==> src/rtl/hazard_unit_mdu_pkg.sv <==
// Shared definitions for the hazard unit and its MDU scoreboard.
//   FWD_*      : ALU operand forward-select encodings (ForwardAE/ForwardBE).
//   AW_DEFAULT : default register-address width.
//   CNT_BITS   : width of the MDU latency down-counter (holds MDU_LAT up to 15).
package hazard_unit_mdu_pkg;

  localparam int AW_DEFAULT = 5;
  localparam int CNT_BITS   = 4;

  localparam logic [1:0] FWD_RF = 2'b00;
  localparam logic [1:0] FWD_W  = 2'b01;
  localparam logic [1:0] FWD_M  = 2'b10;

endpackage

==> src/rtl/hazard_unit_mdu_scoreboard.sv <==
// mdu_scoreboard: tracks the single multiply/divide op in flight.
// Ports:
//   clk, rst            : clock, async active-high reset
//   issue, issue_dst    : accept a new MDU op and its destination register
//   rs_d, rt_d          : decode source registers
//   uses_rs_d, uses_rt_d: decode instruction really reads Rs / Rt
//   dst_d, rf_we_d      : decode destination and register-file write enable
//   mdu_d               : decode instruction is itself an MDU op
//   mdu_we, mdu_dst     : result write strobe and destination
//   busy                : an op is pending
//   late                : pending op is at least two cycles from writeback
//   raw, waw            : decode hazards against the pending destination
module mdu_scoreboard
  import hazard_unit_mdu_pkg::*;
#(
  parameter int AW      = AW_DEFAULT,
  parameter int MDU_LAT = 4
) (
  input  logic          clk,
  input  logic          rst,
  input  logic          issue,
  input  logic [AW-1:0] issue_dst,
  input  logic [AW-1:0] rs_d,
  input  logic [AW-1:0] rt_d,
  input  logic          uses_rs_d,
  input  logic          uses_rt_d,
  input  logic [AW-1:0] dst_d,
  input  logic          rf_we_d,
  input  logic          mdu_d,
  output logic          mdu_we,
  output logic [AW-1:0] mdu_dst,
  output logic          busy,
  output logic          late,
  output logic          raw,
  output logic          waw
);

  localparam logic [CNT_BITS-1:0] LAT_INIT = CNT_BITS'(MDU_LAT);
  localparam logic [CNT_BITS-1:0] CNT_ONE  = CNT_BITS'(1);
  localparam logic [CNT_BITS-1:0] CNT_TWO  = CNT_BITS'(2);

  logic                pending_q, pending_d;
  logic [CNT_BITS-1:0] cnt_q, cnt_d;
  logic [AW-1:0]       mdu_dst_q, mdu_dst_d;

  // Issue wins over countdown so a new op can start in the same cycle the
  // previous one writes back (cnt==1).
  always_comb begin
    pending_d = pending_q;
    cnt_d     = cnt_q;
    mdu_dst_d = mdu_dst_q;
    if (issue) begin
      cnt_d     = LAT_INIT;
      mdu_dst_d = issue_dst;
      pending_d = 1'b1;
    end else if (pending_q) begin
      cnt_d     = cnt_q - CNT_ONE;
      pending_d = (cnt_q != CNT_ONE);
    end
  end

  always_ff @(posedge clk or posedge rst) begin
    if (rst) begin
      pending_q <= 1'b0;
      cnt_q     <= '0;
      mdu_dst_q <= '0;
    end else begin
      pending_q <= pending_d;
      cnt_q     <= cnt_d;
      mdu_dst_q <= mdu_dst_d;
    end
  end

  // Register file is write-then-read, so the final (cnt==1) cycle needs no stall.
  assign late    = pending_q & (cnt_q >= CNT_TWO);
  assign mdu_we  = pending_q & (cnt_q == CNT_ONE);
  assign mdu_dst = mdu_dst_q;
  assign busy    = pending_q;

  assign raw = late & (mdu_dst_q != '0) &
               ((uses_rs_d & (rs_d == mdu_dst_q)) | (uses_rt_d & (rt_d == mdu_dst_q)));

  // A younger non-MDU write to the same register must not land before the MDU result.
  assign waw = late & rf_we_d & ~mdu_d & (dst_d == mdu_dst_q) & (dst_d != '0);

endmodule

==> src/rtl/hazard_unit_mdu.sv <==
// hazard_unit_mdu: 5-stage pipeline hazard/forwarding unit with a one-entry
// multiply/divide scoreboard and a saturating stall-cycle counter.
// Ports:
//   clk, rst                       : clock, async active-high reset
//   RsD/RtD/UsesRsD/UsesRtD        : decode sources and read qualifiers
//   DstD/RFWED/MduD                : decode destination, write enable, MDU op
//   BranchD/BranchTakenD/JumpD     : decode control flow
//   RsE/RtE/RFAE/RFWEE/MtoRFSelE   : execute-stage operands and destination
//   RFAM/RFWEM/MtoRFSelM           : memory-stage destination
//   RFAW/RFWEW                     : writeback destination
//   StallF/StallD/FlushD/FlushE    : pipeline control
//   ForwardAD/BD, ForwardAE/BE     : forwarding selects
//   MduWE/MduDst/MduBusy           : MDU writeback port and busy flag
//   StallCount                     : saturating count of stalled cycles
module hazard_unit_mdu
  import hazard_unit_mdu_pkg::*;
#(
  parameter int AW      = AW_DEFAULT,
  parameter int MDU_LAT = 4,
  parameter int CNT_W   = 16
) (
  input  logic             clk,
  input  logic             rst,
  input  logic [AW-1:0]    RsD,
  input  logic [AW-1:0]    RtD,
  input  logic             UsesRsD,
  input  logic             UsesRtD,
  input  logic [AW-1:0]    DstD,
  input  logic             RFWED,
  input  logic             BranchD,
  input  logic             BranchTakenD,
  input  logic             JumpD,
  input  logic             MduD,
  input  logic [AW-1:0]    RsE,
  input  logic [AW-1:0]    RtE,
  input  logic [AW-1:0]    RFAE,
  input  logic             RFWEE,
  input  logic             MtoRFSelE,
  input  logic [AW-1:0]    RFAM,
  input  logic             RFWEM,
  input  logic             MtoRFSelM,
  input  logic [AW-1:0]    RFAW,
  input  logic             RFWEW,
  output logic             StallF,
  output logic             StallD,
  output logic             FlushD,
  output logic             FlushE,
  output logic             ForwardAD,
  output logic             ForwardBD,
  output logic [1:0]       ForwardAE,
  output logic [1:0]       ForwardBE,
  output logic             MduWE,
  output logic [AW-1:0]    MduDst,
  output logic             MduBusy,
  output logic [CNT_W-1:0] StallCount
);

  logic rs_e, rt_e, rs_m, rt_m;
  logic lw_stall, br_stall, str_stall, stall;
  logic mdu_late, mdu_raw, mdu_waw, mdu_issue;
  logic [CNT_W-1:0] stall_cnt_q, stall_cnt_d;

  // Execute-stage forwarding: M is younger than W, so it takes priority.
  always_comb begin
    ForwardAE = FWD_RF;
    if ((RsE != '0) && RFWEM && (RsE == RFAM))      ForwardAE = FWD_M;
    else if ((RsE != '0) && RFWEW && (RsE == RFAW)) ForwardAE = FWD_W;

    ForwardBE = FWD_RF;
    if ((RtE != '0) && RFWEM && (RtE == RFAM))      ForwardBE = FWD_M;
    else if ((RtE != '0) && RFWEW && (RtE == RFAW)) ForwardBE = FWD_W;
  end

  assign ForwardAD = (RsD != '0) & RFWEM & (RsD == RFAM);
  assign ForwardBD = (RtD != '0) & RFWEM & (RtD == RFAM);

  // Decode reads that depend on an older instruction still in E or M.
  assign rs_e = UsesRsD & (RsD != '0) & (RsD == RFAE);
  assign rt_e = UsesRtD & (RtD != '0) & (RtD == RFAE);
  assign rs_m = UsesRsD & (RsD != '0) & (RsD == RFAM);
  assign rt_m = UsesRtD & (RtD != '0) & (RtD == RFAM);

  assign lw_stall = MtoRFSelE & (rs_e | rt_e);
  // The branch comparator sits in decode; an E result or an M load is not yet forwardable.
  assign br_stall = BranchD & ((RFWEE & (rs_e | rt_e)) | (MtoRFSelM & (rs_m | rt_m)));
  assign str_stall = MduD & mdu_late;

  assign stall     = lw_stall | br_stall | mdu_raw | mdu_waw | str_stall;
  assign mdu_issue = MduD & ~stall;

  assign StallF = stall;
  assign StallD = stall;
  assign FlushE = stall;
  // A stalled branch/jump redirects only once its operands resolve.
  assign FlushD = (JumpD | (BranchD & BranchTakenD)) & ~stall;

  mdu_scoreboard #(
    .AW      (AW),
    .MDU_LAT (MDU_LAT)
  ) u_sb (
    .clk       (clk),
    .rst       (rst),
    .issue     (mdu_issue),
    .issue_dst (DstD),
    .rs_d      (RsD),
    .rt_d      (RtD),
    .uses_rs_d (UsesRsD),
    .uses_rt_d (UsesRtD),
    .dst_d     (DstD),
    .rf_we_d   (RFWED),
    .mdu_d     (MduD),
    .mdu_we    (MduWE),
    .mdu_dst   (MduDst),
    .busy      (MduBusy),
    .late      (mdu_late),
    .raw       (mdu_raw),
    .waw       (mdu_waw)
  );

  always_comb begin
    stall_cnt_d = stall_cnt_q;
    if (stall && (stall_cnt_q != '1)) stall_cnt_d = stall_cnt_q + 1'b1;
  end

  always_ff @(posedge clk or posedge rst) begin
    if (rst) stall_cnt_q <= '0;
    else     stall_cnt_q <= stall_cnt_d;
  end

  assign StallCount = stall_cnt_q;

endmodule

==> config.mk <==
export PLATFORM = sky130hd
export DESIGN_NAME = hazard_unit_mdu
export DESIGN_NICKNAME = d
export VERILOG_FILES = /design/src/rtl/hazard_unit_mdu_pkg.sv /design/src/rtl/hazard_unit_mdu_scoreboard.sv /design/src/rtl/hazard_unit_mdu.sv
export SDC_FILE = /design/constraint.sdc
export NUM_CORES = 1
export LEC_CHECK = 0
export BUFFER_PORTS_ARGS = -buffer_cell sky130_fd_sc_hd__clkbuf_2
export CORE_MARGIN = 1
export CORE_UTILIZATION = 43
export DETAILED_ROUTE_END_ITERATION = 10
export HOLD_SLACK_MARGIN = 0.06
export MAX_ROUTING_LAYER = met4
export PLACE_DENSITY = 0.83
export SETUP_SLACK_MARGIN = 0.05
export SKIP_CTS_REPAIR_TIMING = 1
export SYNTH_ARGS = -nofsm -noshare
export SYNTH_HDL_FRONTEND = slang
export SYNTH_SLANG_ARGS = --single-unit
==> constraint.sdc <==
create_clock -name clk -period 6.4 [get_ports clk]
set_input_delay 0.64 -clock clk [delete_from_list [all_inputs] [get_ports clk]]
set_output_delay 0.64 -clock clk [all_outputs]
set_load 0.005 [all_outputs]
# --- Yosys cells after proc, flatten, opt, wreduce, memory -nomap -nowiden ---
# Cells that the tools add are included.
totals:
  ff_bits: 26
  inputBits: 54
  out_inout_bits: 33
op_classes:
  addsub: 2
  magnitude_cmp: 1
  eq_ne: 14
  mux: 8
  n_bitwise: 39
  reduce_logical: 16
op_table:
  columns: ["op", "n"]
  rows:
  - ["== test 5 bit", 11]
  - ["nonzero test 5 bit", 6]
  - ["bitwise AND 1 bit", 28]
  - ["adder 16 x 1 -> 16 bit (second input constant)", 1]
  - ["!= test 16 bit (second input constant)", 1]
  - ["logical AND 1 bit", 9]
  - ["bitwise OR 1 bit", 9]
  - ["two-way mux 4 bit", 2]
  - ["== test 4 x 1 -> 1 bit (second input constant)", 1]
  - [">= comparator 4 x 2 -> 1 bit (second input constant)", 1]
  - ["two-way mux 1 bit", 4]
  - ["two-way mux 2 bit", 2]
  - ["!= test 4 x 1 -> 1 bit (second input constant)", 1]
  - ["subtractor 4 x 1 -> 4 bit (second input constant)", 1]
  - ["inverter 1 bit", 2]
  - ["nonzero test 2 bit", 1]

# --- Logic depth before layout (Yosys ltp) ---
logic_depth:
  depth_word: 14
  depth_mapped: 11

# --- By module ---
# A second synthesis with hierarchy kept.
unflattened:
  hier_cells: 226
  hier_area_um2: 2102.0
by_module_without_submodules:
  columns: ["module", "n_inst", "cells_each", "area_each_um2", "seq_area_each_um2"]
  rows:
  - ["hazard_unit_mdu", 1, 159, 1425.1, 400.4]
  - ["mdu_scoreboard", 1, 67, 676.9, 250.2]

# --- Worst setup path after synthesis ---
# Ideal clock, no wire load.
synth_timing:
  path_type: "reg-to-output"
  startpoint: "reg u_sb.cnt_q[0]"
  endpoint: "out StallD"
  arrival_ns: 2.121
  required_ns: 5.760
  setup_slack_ns: 3.639
  stages_incl_launch_ff: 12
  n_path_buf: 3
  cell_sequence: "dfrtp_1 > inv_1 > ha_1 > o41a_1 > nand3_1 > nor4_1 > a22oi_1 > and4b_1 > buf_4 > buf_2 > inv_1 > buf_4"
synth_between:
  elab_chain_cells: 8
  word_cells_on_any_way: 12
  cone_classes: "1 x order compare; 11 x bitwise"
synth_lines:
  columns: ["element", "line_no", "source"]
  rows:
  - ["from (decl)", "hazard_unit_mdu_scoreboard.sv:43", "logic [CNT_BITS-1:0] cnt_q, cnt_d;"]
  - ["from (signal assigned)", "hazard_unit_mdu_scoreboard.sv:69", "cnt_q <= cnt_d;"]
  - [">= comparator 4 x 2 -> 1 bit *", "hazard_unit_mdu_scoreboard.sv:75", "assign late = pending_q & (cnt_q >= CNT_TWO);"]
  - ["bitwise AND 1 bit *", "hazard_unit_mdu_scoreboard.sv:75", null]
  - ["bitwise AND 1 bit (4 in series)", "hazard_unit_mdu_scoreboard.sv:84", "assign waw = late & rf_we_d & ~mdu_d & (dst_d == mdu_dst_q) & (dst_d != '0);"]
  - ["bitwise OR 1 bit", "hazard_unit_mdu.sv:88", "assign stall = lw_stall | br_stall | mdu_raw | mdu_waw | str_stall;"]
  - ["bitwise OR 1 bit *", "hazard_unit_mdu.sv:88", null]
  - ["to (decl)", "hazard_unit_mdu.sv:45", "output logic StallD,"]
# Every way passes the cells marked *; elsewhere a longest branch is shown, timed or not.

# --- Worst setup path after layout ---
layout_timing:
  startpoint: "reg u_sb.cnt_q[0]"
  endpoint: "out FlushD"
layout_between:
  elab_chain_cells: 10
  word_cells_on_any_way: 14
  cone_classes: "1 x order compare; 13 x bitwise"
layout_lines:
  columns: ["element", "line_no", "source"]
  rows:
  - [">= comparator 4 x 2 -> 1 bit *", "hazard_unit_mdu_scoreboard.sv:75", null]
  - ["bitwise AND 1 bit *", "hazard_unit_mdu_scoreboard.sv:75", null]
  - ["bitwise AND 1 bit (4 in series)", "hazard_unit_mdu_scoreboard.sv:84", null]
  - ["bitwise OR 1 bit", "hazard_unit_mdu.sv:88", null]
  - ["bitwise OR 1 bit *", "hazard_unit_mdu.sv:88", null]
  - ["inverter 1 bit *", "hazard_unit_mdu.sv:95", "assign FlushD = (JumpD | (BranchD & BranchTakenD)) & ~stall;"]
  - ["bitwise AND 1 bit *", "hazard_unit_mdu.sv:95", null]
  - ["to (decl)", "hazard_unit_mdu.sv:46", "output logic FlushD,"]
# Marked as above.

==> flow_summary.json <==
{
  "status": "finished, final reports clean",
  "yosysTopAreaCell": "dfrtp_1",
  "root_buffer": "clkbuf_8",
  "path_delay_family": "simple AND/OR/NAND/NOR gates",
  "path_depth": 10,
  "core_area_um2": 4500,
  "h-tree-depth": 1,
  "num_vias": 1915,
  "insertion_delay_ns": 0.27,
  "ff2ff_path_depth": 9,
  "r2r-start": "u_sb.cnt_q[0]$_DFFE_PP0P_",
  "grt_max_degree": 27,
  "slowest_stage": "and4b_1",
  "slew_viol_final": 0,
  "synth_area_leaders": "dfrtp_1, xnor2_1, xor2_1",
  "setup.worst_path.class": "flip-flop to output pin",
  "drt-initial-drc-count": 58,
  "cp.buffers_inverters": 3,
  "worst_pin_slew_ns": 0.973,
  "drive_gt1_frac": 0.302,
  "syn_area_per_cell_um2": 9.00,
  "ios": 87,
  "timing.final.crit_share": 0.554,
  "path_cells": "inv_1 -> ha_1 -> o41a_1 -> nand3_1 -> nor4_1 -> a22oi_1 -> and4b_1 -> inv_1 -> nor2_1 -> clkbuf_2",
  "diodes": 0,
  "p_per_area_nw_per_um2": 295,
  "skew_ns": 0.00326,
  "hpwlAfterDp_mm": 4.09,
  "crit_start": "u_sb.cnt_q[0]$_DFFE_PP0P_",
  "clk_pin_slew_worst_paths_ns": 0.09,
  "grtUsageTotal": 0.216,
  "yosysMostFrequentCell": "xnor2_1",
  "worst_ep_arrival_time_ns": 2.91,
  "rsz0062_at_grt": "no",
  "grt_pass1_vias": 1890,
  "drtPass1Iterations": 4,
  "synthArstFlopShare": 1.00,
  "maxCapViolCount": 0,
  "antenna_found_initial": 0,
  "cp_common_cell": "inv_1",
  "setup_violations": 0,
  "cts_tree": "built",
  "fin_nets": 370,
  "cts_max_path_buffers": 2,
  "io_buffers": 86,
  "dieWidth_um": 71.5,
  "crit_fanout": 20,
  "ys_warn_count": 0,
  "tns_ns": 0,
  "num_rows": 24,
  "synth_common_cells": "xnor2_1, xor2_1, dfrtp_1",
  "reg2reg_to": "u_sb.mdu_dst[2]$_DFFE_PP0P_",
  "endpoint": "FlushD",
  "routed_wl_mm": 5.04,
  "area_growth_syn_to_layout_pct": 24.7,
  "cts.sinks": 26,
  "via_per_inst": 5.28,
  "netlist_area_um2": 2080,
  "synth.ff_latch_count": 26,
  "dieHeight_um": 71.5,
  "grt_pass1_wl_mm": 8.68,
  "yosysSeqAreaShare": 0.313,
  "relSlewSlack": 0.351,
  "dp_slack_ns": 3.17,
  "drc": 0,
  "leakage_uw": 0.00124,
  "max_freq_mhz": 282,
  "gp_congestion": 0.906,
  "crit_path_start_kind": "flip-flop",
  "die_area_um2": 5120,
  "grt-ovfl-total": 0,
  "required_ns": 5.76,
  "finalHoldViolCount": 0,
  "fin_crit_ns": 3.55,
  "synth_top_area_frac": 0.313,
  "slowest_delay_ns": 0.73,
  "cts_inserted_buffers": 3,
  "post_drt_wl_per_cell_um": 13.9,
  "hold_path_class": "flip-flop to flip-flop",
  "hold_depth": 1,
  "syn-num-nets": 289,
  "initial_core_util": 0.462,
  "irDropWorstVdd_uv": 242,
  "rrSetupSlack_ns": 3.59,
  "antenna_left": 0,
  "synth_edf_count": 0,
  "setup_ws_ns": 2.85,
  "yosysUniqueCellTypes": 35,
  "synth_top_flop_cell": "dfrtp_1",
  "end_kind": "output pin",
  "netlist_instances": 231
}
-- placed cells by master (no fill, tap or decap) --
cell type,Yosys,routed
clkbuf_2,0,86
nor3_1,14,14
nand2_4,1,1
o211ai_1,2,2
a22oi_1,1,1
and3_1,2,2
or4_1,3,3
nor4b_1,1,1
nand3_1,10,10
or3_1,2,2
ha_1,4,4
dfrtp_1,26,26
bufinv_16,0,1
and4_1,2,2
nor2b_1,1,1
nand2b_1,1,1
a21oi_1,5,5
clkbuf_8,0,3
xor2_1,28,28
and2_1,2,2
nand4_1,7,7
nor4b_2,2,2
a221oi_1,1,1
nor4_1,6,6
o21ai_1,1,1
o41a_1,1,1
a2bb2oi_1,1,1
xnor2_1,42,42
and4b_1,2,2
nand2_1,25,25
nor4_2,1,1
mux2_1,7,7
and4bb_1,1,1
nor2_1,13,13
inv_1,6,6
-- registers in the layout (all words and copies together) (netlist names) --
register and count:
StallCount 16, u_sb.mdu_dst 5, u_sb.cnt_q 4, u_sb.busy 1
-- worst min-delay path by stage --
stage	end	slack (ns)	from
2_1_floorplan	StallCount[9]$_DFFE_PP0P_	0.48	StallCount[9]$_DFFE_PP0P_
3_3_place_gp	StallCount[9]$_DFFE_PP0P_	0.49	StallCount[9]$_DFFE_PP0P_
3_5_place_dp	StallCount[9]$_DFFE_PP0P_	0.48	StallCount[9]$_DFFE_PP0P_
4_1_cts	StallCount[9]$_DFFE_PP0P_	0.50	StallCount[9]$_DFFE_PP0P_
5_1_grt	StallCount[9]$_DFFE_PP0P_	0.52	StallCount[9]$_DFFE_PP0P_
6_report	StallCount[9]$_DFFE_PP0P_	0.49	StallCount[9]$_DFFE_PP0P_
-- cell type report --
class / instances / area [µm²]
clock buffer: 3 / 41.3
clock inverter: 1 / 30.0
fill: 401 / 1910
inverter: 6 / 22.5
multi-input combinational: 189 / 1350
sequential: 26 / 651
tap: 52 / 65.1
timing repair buffer: 86 / 430
-- kinds of logic after synthesis --
logic type	share of synthesized area
adder cells (fa/ha/maj)	0.0241
AO/OA/AOI/OAI	0.0391
flip-flops	0.313
multiplexers	0.0379
AND/OR/NAND/NOR	0.255
XOR/XNOR	0.295
buffers and inverters	0.0367
-- report_power, final --
group          switching, µW  leakage (µW)  total [µW]  internal [µW]
registers               82.1      0.000323         301            218
clock network           52.9     0.0000357         136           83.6
logic                    166      0.000880         327            161
-- worst register-to-register path: stages, from the launching register on --
cell     delay, ns
dfrtp_1       0.42
inv_1         0.09
ha_1          0.19
o41a_1        0.44
nand3_1       0.10
nor4_1        0.05
a22oi_1       0.16
and4b_1       0.73
nand2_4       0.17
mux2_1        0.35
-- per-layer routing --
layer / vias to the layer above / GRT usage / wire, µm
li1: 951 / - / -
met3: 6 / 0.0366 / 217
met1: 908 / 0.278 / 2280
met2: 50 / 0.363 / 2480
met5: - / - / 0
met4: 0 / 0.0414 / 60
-- per-stage QoR --
step                      total power (µW)  cells  hold slack [ns]  utilization  cell area (µm²)
after floorplan                        511    231            0.478            -             2080
after global placement                 616    359            0.487        0.560             2520
after detailed placement               631    359            0.479        0.560             2520
after CTS                              770    363            0.495        0.576             2590
after global routing                   821    363            0.516        0.576             2590
final                                  764    363            0.492        0.576             2590
No activity file was read; power rests on OpenSTA's default activity.
